File: config.mk
export PLATFORM = sky130hd
export DESIGN_NAME = gsensor_spi_reader
export DESIGN_NICKNAME = d
export VERILOG_FILES = /design/src/rtl/gsensor_spi_reader.sv
export SDC_FILE = /design/constraint.sdc
export NUM_CORES = 1
export LEC_CHECK = 0
export ABC_AREA = 1
export BUFFER_PORTS_ARGS = -buffer_cell sky130_fd_sc_hd__buf_2
export CAP_MARGIN = 20
export CORE_MARGIN = 2
export CORE_UTILIZATION = 61
export CTS_BUF_LIST = sky130_fd_sc_hd__clkbuf_16
export DETAILED_ROUTE_END_ITERATION = 10
export MAX_ROUTING_LAYER = met4
export PLACE_DENSITY = 0.88
export SLEW_MARGIN = 5
export SYNTH_ARGS = -nofsm -noshare
export SYNTH_HDL_FRONTEND = slang
export SYNTH_SLANG_ARGS = --single-unit
export TNS_END_PERCENT = 100
File: constraint.sdc
create_clock -name SYS_CLK -period 3 [get_ports SYS_CLK]
set_input_delay 0.15 -clock SYS_CLK [delete_from_list [all_inputs] [get_ports SYS_CLK]]
set_output_delay 0.15 -clock SYS_CLK [all_outputs]
set_load 0.02 [all_outputs]
File: src/rtl/gsensor_spi_reader.sv
// gsensor_spi_reader: SPI mode-3 master for the board accelerometer.
// Identifies the part (WHO_AM_I), writes CTRL_REG1, then reads OUT_X_L/OUT_X_H
// on every INT1 rising edge or poll timeout and publishes the sample with a
// one-cycle DATA_RDY strobe. Debug state is exported for the probe stage.
module gsensor_spi_reader #(
  parameter int unsigned CLK_DIV     = 25,
  parameter int unsigned POLL_CYCLES = 500000,
  parameter logic [7:0]  CTRL1_VAL   = 8'h57,
  parameter logic [7:0]  ID_EXPECT   = 8'h33
) (
  input  logic        SYS_CLK,
  input  logic        RESET_N,
  input  logic        INT1,
  input  logic        DO,
  output logic        CS,
  output logic        SCLK,
  output logic        DIN,
  output logic [15:0] OUT_X,
  output logic [7:0]  OUT_X_L,
  output logic [7:0]  OUT_X_H,
  output logic [7:0]  WHO_AM_I,
  output logic        ID_OK,
  output logic        DATA_RDY,
  output logic [7:0]  ST,
  output logic [7:0]  BIT_CNT,
  output logic [7:0]  WORD_CNT,
  output logic [15:0] RDATA
);

  typedef enum logic [2:0] {
    S_IDLE = 3'd0,
    S_WHO  = 3'd1,
    S_CFG  = 3'd2,
    S_WAIT = 3'd3,
    S_RD   = 3'd4,
    S_DONE = 3'd5,
    S_GAP  = 3'd6
  } state_t;

  localparam logic [31:0] DIV_LAST  = 32'(CLK_DIV - 1);
  localparam logic [31:0] GAP_LAST  = 32'(2 * CLK_DIV - 1);
  localparam logic [31:0] POLL_LAST = 32'(POLL_CYCLES - 1);

  localparam logic [7:0] ADDR_WHO = 8'h8F;  // read 0x0F
  localparam logic [7:0] ADDR_CFG = 8'h20;  // write CTRL_REG1
  localparam logic [7:0] ADDR_RD  = 8'hE8;  // read, auto-increment, from 0x28

  // A frame is split into half-periods of CLK_DIV cycles: half 0 is the lead-in
  // after CS falls, odd halves are SCLK low, even halves SCLK high, and the
  // final half is the tail before CS rises. last_half = 16*bytes + 1.
  localparam logic [5:0] LAST_HALF_2B = 6'd33;
  localparam logic [5:0] LAST_HALF_3B = 6'd49;

  state_t      state;
  state_t      gap_next;
  logic [31:0] div_cnt;
  logic [5:0]  half_cnt;
  logic [5:0]  last_half;
  logic [23:0] tx_sr;
  logic [31:0] gap_cnt;
  logic [31:0] timer;
  logic [2:0]  int_sync;
  logic        pending;

  logic        int_rise;
  logic        half_tick;
  logic        frame_end;
  logic        launch;
  state_t      launch_st;
  logic [23:0] launch_word;
  logic [5:0]  launch_last;

  assign int_rise  = int_sync[1] & ~int_sync[2];
  assign half_tick = (div_cnt == DIV_LAST);
  assign frame_end = half_tick && (half_cnt == last_half);
  assign ST        = {5'd0, state};

  // Decide whether a new frame starts on the next edge and what it sends.
  always_comb begin
    // NOTE: every combinational output gets a default first so no path can infer a latch.
    launch      = 1'b0;
    launch_st   = S_WHO;
    launch_word = {ADDR_WHO, 16'h0000};
    launch_last = LAST_HALF_2B;
    case (state)
      S_IDLE: begin
        launch    = 1'b1;
        launch_st = S_WHO;
      end
      S_GAP: begin
        if (gap_cnt == GAP_LAST && gap_next != S_WAIT) begin
          launch    = 1'b1;
          launch_st = gap_next;
        end
      end
      S_WAIT: begin
        if (pending || timer == POLL_LAST) begin
          launch    = 1'b1;
          launch_st = S_RD;
        end
      end
      default: ;
    endcase
    case (launch_st)
      S_CFG: begin
        launch_word = {ADDR_CFG, CTRL1_VAL, 8'h00};
        launch_last = LAST_HALF_2B;
      end
      S_RD: begin
        launch_word = {ADDR_RD, 16'h0000};
        launch_last = LAST_HALF_3B;
      end
      default: begin
        launch_word = {ADDR_WHO, 16'h0000};
        launch_last = LAST_HALF_2B;
      end
    endcase
  end

  // Sequencer: state, SPI pin generation, shift/counter debug state and results.
  always_ff @(posedge SYS_CLK) begin
    if (!RESET_N) begin
      // NOTE: all state is plain flops (no memories), so everything is reset; an abort leaves nothing stale.
      state     <= S_IDLE;
      gap_next  <= S_WAIT;
      div_cnt   <= '0;
      half_cnt  <= '0;
      last_half <= LAST_HALF_2B;
      tx_sr     <= '0;
      gap_cnt   <= '0;
      timer     <= '0;
      int_sync  <= '0;
      pending   <= 1'b0;
      CS        <= 1'b1;
      SCLK      <= 1'b1;
      DIN       <= 1'b0;
      OUT_X     <= '0;
      OUT_X_L   <= '0;
      OUT_X_H   <= '0;
      WHO_AM_I  <= '0;
      ID_OK     <= 1'b0;
      DATA_RDY  <= 1'b0;
      BIT_CNT   <= '0;
      WORD_CNT  <= '0;
      RDATA     <= '0;
    end else begin
      // NOTE: sequential state uses non-blocking assignments; a later assignment in this block overrides an earlier default.
      DATA_RDY <= 1'b0;
      int_sync <= {int_sync[1:0], INT1};

      // An edge arriving on the RD entry edge survives the clear below.
      if (launch && launch_st == S_RD) pending <= 1'b0;
      if (int_rise)                    pending <= 1'b1;

      case (state)
        S_WHO, S_CFG, S_RD: begin
          if (half_tick) begin
            div_cnt  <= '0;
            half_cnt <= half_cnt + 6'd1;
            if (frame_end) begin
              CS      <= 1'b1;
              DIN     <= 1'b0;
              gap_cnt <= '0;
              case (state)
                S_WHO: begin
                  WHO_AM_I <= RDATA[7:0];
                  ID_OK    <= (RDATA[7:0] == ID_EXPECT);
                  gap_next <= (RDATA[7:0] == ID_EXPECT) ? S_CFG : S_WHO;
                  state    <= S_GAP;
                end
                S_CFG: begin
                  gap_next <= S_WAIT;
                  state    <= S_GAP;
                end
                default: begin
                  OUT_X_L  <= RDATA[15:8];
                  OUT_X_H  <= RDATA[7:0];
                  OUT_X    <= {RDATA[7:0], RDATA[15:8]};
                  DATA_RDY <= 1'b1;
                  state    <= S_DONE;
                end
              endcase
            end else if (half_cnt + 6'd1 < last_half) begin
              if (!half_cnt[0]) begin
                // Entering a low half: falling edge, present next MOSI bit.
                SCLK  <= 1'b0;
                DIN   <= tx_sr[23];
                tx_sr <= {tx_sr[22:0], 1'b0};
              end else begin
                // Entering a high half: rising edge, sample MISO.
                SCLK  <= 1'b1;
                RDATA <= {RDATA[14:0], DO};
                if (BIT_CNT == 8'd7) begin
                  BIT_CNT  <= '0;
                  WORD_CNT <= WORD_CNT + 8'd1;
                end else begin
                  BIT_CNT <= BIT_CNT + 8'd1;
                end
              end
            end
          end else begin
            div_cnt <= div_cnt + 32'd1;
          end
        end
        S_DONE: begin
          gap_next <= S_WAIT;
          gap_cnt  <= '0;
          state    <= S_GAP;
        end
        S_GAP: begin
          if (gap_cnt == GAP_LAST) begin
            if (gap_next == S_WAIT) state <= S_WAIT;
          end else begin
            gap_cnt <= gap_cnt + 32'd1;
          end
        end
        S_WAIT: begin
          if (!launch) timer <= timer + 32'd1;
        end
        S_IDLE: ;
        default: state <= S_IDLE;
      endcase

      if (launch) begin
        state     <= launch_st;
        CS        <= 1'b0;
        SCLK      <= 1'b1;
        DIN       <= 1'b0;
        div_cnt   <= '0;
        half_cnt  <= '0;
        last_half <= launch_last;
        tx_sr     <= launch_word;
        BIT_CNT   <= '0;
        WORD_CNT  <= '0;
        RDATA     <= '0;
        timer     <= '0;
        gap_cnt   <= '0;
      end
    end
  end

endmodule
==> out/qor.yml <==
r2r_setup_slack_ns: 0.38
cts.path.max_buffers: 2
yosysTopAreaCell: "dfxtp_1"
layout_commonest_cell: "nand2_1"
gr-total-overflow: 0
fin_skew_ns: 0.0127
postCtsSetupRepairBufs: 0
synthCells: 1584
grt_max_degree: 38
max_stage_delay_ns: 0.51
fp.dieW_um: 136
p_clk_share_pct: 33.7
relSlewSlack_pct: 55.3
final_core_utilization_pct: 67.4
clock-sinks: 189
wl_um: 25900
power.leakage_uw: 0.00477
cpLargestDelayFamily: "simple AND/OR/NAND/NOR gates"
start_util_pct: 62.0
r2r-start: "half_cnt[0]$_SDFFE_PP0P_"
net-switching-power_uw: 2420
grt.met3_usage_pct: 5.15
setup_viol: 0
insertion_delay_ns: 0.45
cts_max_level: 4
syn_to_final_growth_pct: 8.71
end_kind: "flip-flop"
fin_crit_ns: 2.62
routed_via_density: 5.63
grt.total_usage_pct: 29.4
r2r_end: "BIT_CNT[6]$_SDFFE_PP0P_"
ys_seq_area_share_pct: 35.7
synthXorXnorAreaFrac_pct: 4.38
swShare_pct: 37.1
antenna_found_initial: 1
synth_edf_count: 0
worstHoldStart: "RESET_N"
synthTopCellsByArea: "dfxtp_1 36%, nand2_1 12%, nor2_1 8.7%, nand3_1 6.2%, inv_1 5.0%"
drt-initial-drc-count: 855
grt.met1_usage_pct: 37.0
drc_errors: 0
synthAdderAreaFrac_pct: 1.18
crit_fanout: 16
worst-slew-pin-transition_ns: 0.669
ios: 89
gp_congestion: 0.985
async_flop_share_pct: 0
coreArea_sq_um: 17100
hold_viol: 0
status: "completed"
worst_ep_arrival_time_ns: 2.95
ir_worst_vdd_uv: 543
cts_root_buf: "clkbuf_16"
rsz0062_at_grt: "false"
clock.fmax_mhz: 382
die_area_sq_um: 18500
syn_area_sq_um: 10600
synth_top_cell_area_share_pct: 35.7
p_total_uw: 6540
final_nets: 1642
start_kind: "flip-flop"
clk_pin_slew_ns: 0.07
post_drt_wl_per_cell_um: 13.9
min_period_over_period_pct: 87.3
crit_buf_inv: 0
yosys.area_share.simple_pct: 39.2
ctsHoldBuffers: 2
slew_violations: 0
fillerInstances: 1474
grt-busiest-layer: "met2"
synth.distinct_cells: 43
cap_violations: 0
synth-compound-area-share_pct: 9.27
cp_cell_sequence: "ha_1, nand2_1, nor2_1, xor2_1, ha_1, o21ai_1, nand2_1, nand2_2, nand2_2, nor2_4, nand2_1, nand2_1, a21oi_1"
cts_tree: "built"
yosys_register_bits: 189
ctsResizeCount: 0
tns_ns: 0
ys.flop_type: "dfxtp_1"
post_route_cells_drive_above_1_share_pct: 11.8
hold_class: "in -> reg"
post-place-cells: 1832
cp.depth: 13
intPower_uw: 4110
ff2ff_path_depth: 13
drt_pre_antenna_iters: 5
p_seq_share_pct: 40.8
cp_common_cell: "nand2_1"
cp-endpoint: "BIT_CNT[6]$_SDFFE_PP0P_"
numCtsBuffers: 17
power_density_nw_per_um2: 567
startpoint: "half_cnt[0]$_SDFFE_PP0P_"
required_ns: 3.33
vias: 10508
slowest_stage: "dfxtp_1"
yosysWarnings: 0
syn_avg_cell_area_sq_um: 6.70
synth_top_family_by_area: "simple AND/OR/NAND/NOR gates"
use_met2_pct: 47.3
layout_common_cells: "353 x nand2_1, 245 x nor2_1, 189 x dfxtp_1"
hpwl_um: 18500
worstSetupPathType: "reg -> reg"
comb_power_share_pct: 25.5
muxShareOfSynthArea_pct: 0
grt_first_pass_wirelength_um: 43200
std_cell_rows: 48
die_h_um: 136
grt_pass1_vias: 9439
ant_nets: 0
stdcell_count: 1867
port_buffers: 83
-- flip-flops by register name (all words and copies together), names as in the netlist --
name and count:
BIT_CNT 8, CS 1, DATA_RDY 1, DIN 1
ID_OK 1, OUT_X 15, OUT_X_H 1, RDATA 16
SCLK 1, WHO_AM_I 8, WORD_CNT 8, div_cnt 32
gap_cnt 32, gap_next 2, half_cnt 6, int_sync 3
last_half 1, pending 1, state 3, timer 32
tx_sr 16
-- layer usage --
| metal | wire [um] | part of all wire [%] |
|---|---|---|
| met1 | 11100 | 43 |
| met2 | 12300 | 47 |
| met3 | 1750 | 6.8 |
| met4 | 745 | 2.9 |
| met5 | 0 | 0 |
-- stage by stage --
step                      cell area, sq um  setup slack [ns]  hold slack (ns)
after floorplan                      10600             0.826            0.248
after global placement               10900             0.521            0.379
after detailed placement             10900             0.418            0.377
after CTS                            11500             0.389           0.0515
after global routing                 11500            0.0860           0.0672
final                                11500             0.381           0.0581
-- how the worst min path moves through the flow --
stage                                   to  slack [ns]  cells after the start
floorplan           int_sync[0]$_SDFF_PN0_        0.25                      2
global placement    int_sync[0]$_SDFF_PN0_        0.38                      3
detailed placement  int_sync[0]$_SDFF_PN0_        0.38                      3
CTS                        CS$_SDFFE_PN1P_        0.05                      2
global route               CS$_SDFFE_PN1P_        0.07                      2
finish                     CS$_SDFFE_PN1P_        0.06                      2
-- area by class of cell --
| class | instances | area (sq um) | area share (%) |
|---|---|---|---|
| Sequential cell | 189 | 3780 | 32.8 |
| Inverter | 155 | 587 | 5.09 |
| Tap cell | 225 | 282 | 2.44 |
| Multi-Input combinational cell | 1168 | 5760 | 49.9 |
| Clock buffer | 17 | 425 | 3.69 |
| Timing Repair Buffer | 97 | 551 | 4.78 |
| Antenna cell | 1 | 2.50 | 0.0217 |
| Clock inverter | 15 | 143 | 1.24 |
-- power by group through the flow --
stage	logic (uW)	registers [uW]	clock network, uW
floorplan	1320	2730	0
global placement	1610	2720	0
detailed placement	1650	2720	0
CTS	1650	2670	2220
global route	1850	2680	2340
finish	1670	2670	2200
-- cell usage after synthesis, types with 4 or more instances --
cell and instances:
a211oi_1 13, a21oi_1 103, buf_2 19, buf_4 28
buf_6 12, clkbuf_1 17, dfxtp_1 189, ha_1 10
inv_1 142, inv_2 11, nand2_1 353, nand2_2 7
nand3_1 132, nand3_4 4, nand3b_1 16, nand4_1 45
nor2_1 247, nor2_2 17, nor2_4 5, nor3_1 51
nor3b_1 5, nor4_1 11, o211ai_1 5, o21a_1 5
o21ai_0 44, o21ai_1 6, or2_2 13, xnor2_1 8
xor2_1 45
-- logic make-up (layout without fill, tap and decap cells) --
logic type,after synthesis,after routing
adders and majority gates,10,10
xor gates and xnor gates,53,53
other,1,6
DFF,189,189
and+or+nand+nor,918,918
AOI/OAI and AO/OA,182,182
buffers and inverters,231,284
(Power assumes the default switching activity.)
